$ cat config.mk
export PLATFORM = sky130hd
export DESIGN_NAME = id_ex_pipe_reg
export DESIGN_NICKNAME = d
export VERILOG_FILES = /design/src/rtl/id_ex_pipe_reg.sv
export SDC_FILE = /design/constraint.sdc
export NUM_CORES = 1
export LEC_CHECK = 0
export ABC_AREA = 1
export CAP_MARGIN = 20
export CORE_UTILIZATION = 35
export CTS_CLUSTER_DIAMETER = 50
export DETAILED_ROUTE_END_ITERATION = 8
export GPL_TIMING_DRIVEN = 0
export HOLD_SLACK_MARGIN = 0.1
export PLACE_DENSITY = 0.71
export SLEW_MARGIN = 40
export SYNTH_ARGS = -nofsm -noshare
export SYNTH_HDL_FRONTEND = slang
export SYNTH_SLANG_ARGS = --single-unit
$ cat constraint.sdc
create_clock -name Clk_in -period 3 [get_ports Clk_in]
set_input_delay 0.3 -clock Clk_in [delete_from_list [all_inputs] [get_ports Clk_in]]
set_output_delay 0.3 -clock Clk_in [all_outputs]
set_load 0.1 [all_outputs]
$ cat src/rtl/id_ex_pipe_reg.sv
// ID/EX pipeline register: stall hold, flush bubbles, valid bit, saturating bubble counter.
// Optional load-use hazard detection with self-inserted bubbles when ID_EX_LOAD_USE_DETECT_EN is defined.
module id_ex_pipe_reg #(
  parameter int unsigned DATA_W = 32,
  parameter int unsigned CNT_W  = 16
) (
  input  logic              Clk_in,
  input  logic              Reset_in,
  input  logic              Stall_in,
  input  logic              Flush_in,
  input  logic              Valid_ID,
  input  logic [4:0]        rs_ID,
  input  logic              RegWrite_ID,
  input  logic              MemtoReg_ID,
  input  logic              Branch_ID,
  input  logic              MemRead_ID,
  input  logic              MemWrite_ID,
  input  logic              RegDst_ID,
  input  logic [5:0]        ALUOp_ID,
  input  logic              ALUSrc_ID,
  input  logic              JR_ID,
  input  logic              j_and_jal_ID,
  input  logic              special_rt_ID,
  input  logic [1:0]        size_ID,
  input  logic [DATA_W-1:0] PCAddResult_ID,
  input  logic [DATA_W-1:0] ReadData1_ID,
  input  logic [DATA_W-1:0] ReadData2_ID,
  input  logic [DATA_W-1:0] SignExtResult_ID,
  input  logic [4:0]        rt_ID,
  input  logic [4:0]        rd_ID,
  output logic              RegWrite_EX,
  output logic              MemtoReg_EX,
  output logic              Branch_EX,
  output logic              MemRead_EX,
  output logic              MemWrite_EX,
  output logic              RegDst_EX,
  output logic [5:0]        ALUOp_EX,
  output logic              ALUSrc_EX,
  output logic              JR_EX,
  output logic              j_and_jal_EX,
  output logic              special_rt_EX,
  output logic [1:0]        size_EX,
  output logic [DATA_W-1:0] PCAddResult_EX,
  output logic [DATA_W-1:0] ReadData1_EX,
  output logic [DATA_W-1:0] ReadData2_EX,
  output logic [DATA_W-1:0] SignExtResult_EX,
  output logic [4:0]        rt_EX,
  output logic [4:0]        rd_EX,
  output logic              Valid_EX,
  output logic [CNT_W-1:0]  Bubble_Count,
  output logic              Hazard_Stall_out
);

  logic w_hazard;
  logic w_internal_bubble;
  logic w_bubble;

`ifdef ID_EX_LOAD_USE_DETECT_EN
  // Load in EX whose destination feeds the instruction in ID, checked regardless of Valid_ID.
  assign w_hazard = Valid_EX & MemRead_EX & (rt_EX != 5'd0) &
                    ((rt_EX == rs_ID) | (rt_EX == rt_ID));
  assign w_internal_bubble = w_hazard & ~Stall_in;
`else
  logic w_unused_rs;
  assign w_unused_rs       = ^rs_ID;
  assign w_hazard          = 1'b0;
  assign w_internal_bubble = 1'b0;
`endif

  assign Hazard_Stall_out = w_hazard;
  assign w_bubble         = Flush_in | w_internal_bubble;

  // Priority: reset > bubble > stall > load.
  always_ff @(posedge Clk_in) begin
    if (Reset_in || w_bubble) begin
      RegWrite_EX      <= 1'b0;
      MemtoReg_EX      <= 1'b0;
      Branch_EX        <= 1'b0;
      MemRead_EX       <= 1'b0;
      MemWrite_EX      <= 1'b0;
      RegDst_EX        <= 1'b0;
      ALUOp_EX         <= 6'd0;
      ALUSrc_EX        <= 1'b0;
      JR_EX            <= 1'b0;
      j_and_jal_EX     <= 1'b0;
      special_rt_EX    <= 1'b0;
      size_EX          <= 2'd0;
      PCAddResult_EX   <= '0;
      ReadData1_EX     <= '0;
      ReadData2_EX     <= '0;
      SignExtResult_EX <= '0;
      rt_EX            <= 5'd0;
      rd_EX            <= 5'd0;
      Valid_EX         <= 1'b0;
      if (Reset_in) begin
        Bubble_Count <= '0;
      end else if (Bubble_Count != {CNT_W{1'b1}}) begin
        Bubble_Count <= Bubble_Count + CNT_W'(1);
      end
    end else if (!Stall_in) begin
      RegWrite_EX      <= RegWrite_ID;
      MemtoReg_EX      <= MemtoReg_ID;
      Branch_EX        <= Branch_ID;
      MemRead_EX       <= MemRead_ID;
      MemWrite_EX      <= MemWrite_ID;
      RegDst_EX        <= RegDst_ID;
      ALUOp_EX         <= ALUOp_ID;
      ALUSrc_EX        <= ALUSrc_ID;
      JR_EX            <= JR_ID;
      j_and_jal_EX     <= j_and_jal_ID;
      special_rt_EX    <= special_rt_ID;
      size_EX          <= size_ID;
      PCAddResult_EX   <= PCAddResult_ID;
      ReadData1_EX     <= ReadData1_ID;
      ReadData2_EX     <= ReadData2_ID;
      SignExtResult_EX <= SignExtResult_ID;
      rt_EX            <= rt_ID;
      rd_EX            <= rd_ID;
      Valid_EX         <= Valid_ID;
    end
  end

endmodule

# --- After elaboration in Yosys (flattened, before gate mapping) ---
# Cells that the tools add are included.
word_totals:
  output_inout_bits: 174
  register_bits: 173
op_classes:
  eq_ne: 1
  n_reduce_logical: 3
  n_mux: 1
  addsub: 1
op_table:
  columns: ["operator", "n"]
  rows:
  - ["16-bit by 1-bit adder with 16-bit output (second input constant)", 1]
  - ["16-bit two-way mux", 1]
  - ["16-bit inequality test (second input constant)", 1]
  - ["2-bit AND reduction", 1]
  - ["2-bit nonzero test", 1]
  - ["1-bit logical OR", 1]

# --- Longest topological paths before layout ---
depth:
  ltp_word: 3
  depth_mapped: 8

# --- Worst setup path after synthesis ---
# No wires, ideal clock.
synth_path:
  path_kind: "register -> register"
  startpoint: "register Bubble_Count[0]"
  endpoint: "register Bubble_Count[0], enable pin"
  stages_incl_launch_ff: 7
  t_arrival_ps: 2333
  path_buffers: 0
  period_less_slack_ps: 2727
  required_time_ps: 2606
  slack_ps: 273
  path_cell_list: "edfxtp_1 -> ha_1 -> nand2_2 -> nor2_4 -> nand2_2 -> nor2_2 -> a21oi_1"
synth_via:
  elab_chain_cells: 3
synth_rtl:
  columns: ["element", "line", "source"]
  rows:
  - ["start, declared", "50", "output logic [CNT_W-1:0] Bubble_Count,"]
  - ["start signal, assigned", "98", "Bubble_Count <= Bubble_Count + CNT_W'(1);"]
  - ["16-bit inequality test", "97", "end else if (Bubble_Count != {CNT_W{1'b1}}) begin"]
  - ["2-bit nonzero test (no line)", null, null]
  - ["2-bit AND reduction (no line)", null, null]
# No other way between the ends.
# A chain may end at the register's enable or synchronous reset.

# --- Worst setup path after layout ---
layout_path:
  startpoint: "register Bubble_Count[0]"
  endpoint: "register Bubble_Count[5], enable pin"
# The elaborated chain is that of the path after synthesis.

==> insert_results.sql <==
INSERT INTO impl_metrics (metric_group, metric, value, unit) VALUES
('run_status', 'result_of_the_run', 'completed', ''),
('critical_path', 'cp_data_arrival_time', '1.95', 'ns'),
('routing', 'detail_route.first_pass.iterations', '4', ''),
('yosys', 'simple_gate_share_of_the_synthesized_area', '21.5', '%'),
('yosys', 'sequential_share_of_the_synthesized_area', '52.8', '%'),
('critical_path', 'critical_path_peak_fanout', '16', ''),
('finish', 'post_layout_cell_count', '1428', ''),
('yosys', 'post_synth.cell_area_avg', '8.52', 'um2'),
('sta', 'slew_headroom', '62.4', '%'),
('placement', 'detailedPlacementHpwl', '16.1', 'mm'),
('global_route', 'grt_max_degree', '17', ''),
('routing', 'avgViaCountPerCell', '4.53', ''),
('placement', 'buffer_ports.inserted', '331', ''),
('yosys', 'multiplexer_share_of_the_synthesized_area', '0', '%'),
('yosys', 'yosys.area.top_type', 'dfxtp_1', ''),
('pwr', 'ir_worst_vdd', '0.356', 'mV'),
('finish', 'fillerInstances', '1802', ''),
('yosys', 'post_synthesis_instance_total', '805', ''),
('finish', 'register_area', '3620', 'um2'),
('placement', 'last_weighted_congestion_value_of_the_routability_driven_placer', '0.800', ''),
('yosys', 'ys_warn_count', '0', ''),
('placement', 'placement.setup.worst_slack', '1.10', 'ns'),
('routing', 'wl', '21.4', 'mm'),
('sta', 'hold_violations', '0', ''),
('clock_network', 'cts_buffer_depth', '2', ''),
('critical_path', 'critical-path-top-delay-family', 'compound AO/OA/AOI/OAI gates', ''),
('critical_path', 'critical_path_buf_inv_count', '0', ''),
('yosys', 'synth_compound_gate_area_share', '18.2', '%'),
('yosys', 'yosysTopAreaCellShare', '45.8', '%'),
('sta', 'max_slew.worst_pin.slew', '0.563', 'ns'),
('global_route', 'first_global_vias', '6092', ''),
('critical_path', 'worstSetupPathType', 'flop to flop', ''),
('sta', 'portion_of_the_clock_cycle_consumed_by_the_worst_path_in_the_final_layout', '63.2', '%'),
('finish', 'finish.net_count', '1322', ''),
('sta', 'timing.fmax', '528', 'MHz'),
('yosys', 'synth_fp_nets', '972', ''),
('yosys', 'ys_ff_latch', '173', ''),
('clock_network', 'clkLatencyLatePin', '0.42', 'ns'),
('critical_path', 'worstSetupEndpointType', 'flop', ''),
('critical_path', 'critPathMaxStageDelay', '0.47', 'ns'),
('yosys', 'synth.distinct_cells', '24', ''),
('flow_run', 'cap_viol_max_count', '0', ''),
('clock_network', 'tritoncts', 'built', ''),
('critical_path', 'cp.required', '3.05', 'ns'),
('clock_network', 'tritoncts.num_buffers', '17', ''),
('finish', 'final_cell_mix', 'nand2_1, buf_2, clkdlybuf4s50_1', ''),
('floorplanning', 'floorplan.io_pins', '340', ''),
('clock_network', 'clock_sinks', '173', ''),
('clock_network', 'worst_setup_hold_path_clk_slew', '0.07', 'ns'),
('floorplanning', 'dieWidth', '142', 'um'),
('global_route', 'grt_antenna_before_repair', '0', ''),
('yosys', 'synth.cell_area', '6860', 'um2'),
('floorplanning', 'die-height', '142', 'um'),
('clock_network', 'postCtsSetupRepairBufs', '0', ''),
('pwr', 'powerDensity', '604', 'nW/um2'),
('sta', 'timing.setup.tns', '0', 'ns'),
('clock_network', 'post_cts_hold_buffer_count', '0', ''),
('finish', 'mostFrequentLayoutCell', 'nand2_1', ''),
('yosys', 'synth_top_family_by_area', 'simple AND/OR/NAND/NOR gates', ''),
('clock_network', 'clk_root_buffer_cell', 'clkbuf_16', ''),
('critical_path', 'crit_path_top_delay_cell', 'a21oi_4', ''),
('yosys', 'yosys.area_share.adder', '0.182', '%'),
('routing', 'wl_per_cell', '15.0', 'um'),
('yosys', 'synth_xor_xnor_area_share', '0.255', '%'),
('sta', 'final_critical_path_setup_slack', '1.10', 'ns'),
('floorplanning', 'initial_utilization', '36.2', '%'),
('global_route', 'grt_first_pass_wirelength', '33.0', 'mm'),
('critical_path', 'cp-start-kind', 'flop', ''),
('critical_path', 'worstPathCellList', 'ha_1 -> nand2_2 -> nor2_4 -> nand2_2 -> nor2_2 -> a21oi_4', ''),
('global_route', 'globalRouteOverflowTotal', '0', ''),
('clock_network', 'ctsResizeCount', '0', '');
[layer usage]
layer  GRT usage (%)  vias to the layer above  part of all wire, %
li1                -                     3271                    -
met1            25.0                     2918                   41
met2            36.1                      249                   48
met3            6.56                       30                  8.0
met4            7.75                        0                  2.1
met5               0                        -                    0
[logic make-up after synthesis]
| family | Yosys count |
|---|---|
| AO/OA/AOI/OAI | 171 |
| XOR/XNOR | 2 |
| adder cells (fa/ha/maj) | 1 |
| buffers and inverters | 74 |
| flip-flops | 173 |
| other | 1 |
| AND/OR/NAND/NOR | 383 |
[flip-flops by register name, indices dropped and copies added (netlist names), 2 cells and up]
signal            cells
ReadData2_EX         32
size_EX               2
rd_EX                 5
rt_EX                 5
SignExtResult_EX     32
PCAddResult_EX       32
ReadData1_EX         32
Bubble_Count         16
ALUOp_EX              6
[where the power goes]
part	leakage (nW)	total, mW	switching [mW]	internal [mW]
Clock	0.314	2.48	0.977	1.50
Combinational	2.62	1.27	0.917	0.353
Sequential	1.45	2.48	0.0568	2.42
[synthesized netlist by cell type]
cell type,count
nand2_1,344
buf_6,19
xor2_1,2
buf_4,6
ha_1,1
nand3_1,6
inv_2,2
inv_1,17
o21a_1,1
a21oi_2,100
dfxtp_1,157
nor2_2,3
nor2_1,24
clkinv_1,1
buf_2,29
conb_1,1
nand4_1,1
nand2_2,3
o21bai_2,1
o21ai_0,3
nor2_4,2
edfxtp_1,16
o21bai_1,2
a21oi_1,64
[worst paths after layout]
check / start / end / slack, ns / cells after the start
setup / recovery: Bubble_Count[0] / Bubble_Count[5] / 1.10 / 6
hold / removal: Reset_in / Bubble_Count[0] / 0.20 / 2
setup reg to reg: Bubble_Count[0] / Bubble_Count[5] / 1.10 / 6
hold reg to reg: PCAddResult_EX[14] / PCAddResult_EX[14] / 0.46 / 2
[layout make-up]
class,instances,area share [%]
inverter,20,0.729
buffer,54,3.92
clock inverter,14,2.20
sequential,173,35.2
clock buffer,18,4.17
tap,260,3.16
timing repair buffer,331,23.8
multi-input combinational,558,26.9
[stage by stage]
step,area (um2),total power [mW],util [%],hold slack [ns]
4_1_cts,10300,6.28,54.3,0.181
6_report,10300,6.22,54.3,0.195
3_5_place_dp,9640,3.80,50.9,0.452
5_1_grt,10300,6.44,54.3,0.195
3_3_place_gp,10500,3.87,55.4,0.451
2_1_floorplan,6860,3.42,-,0.440
(Power assumes the default switching activity.)
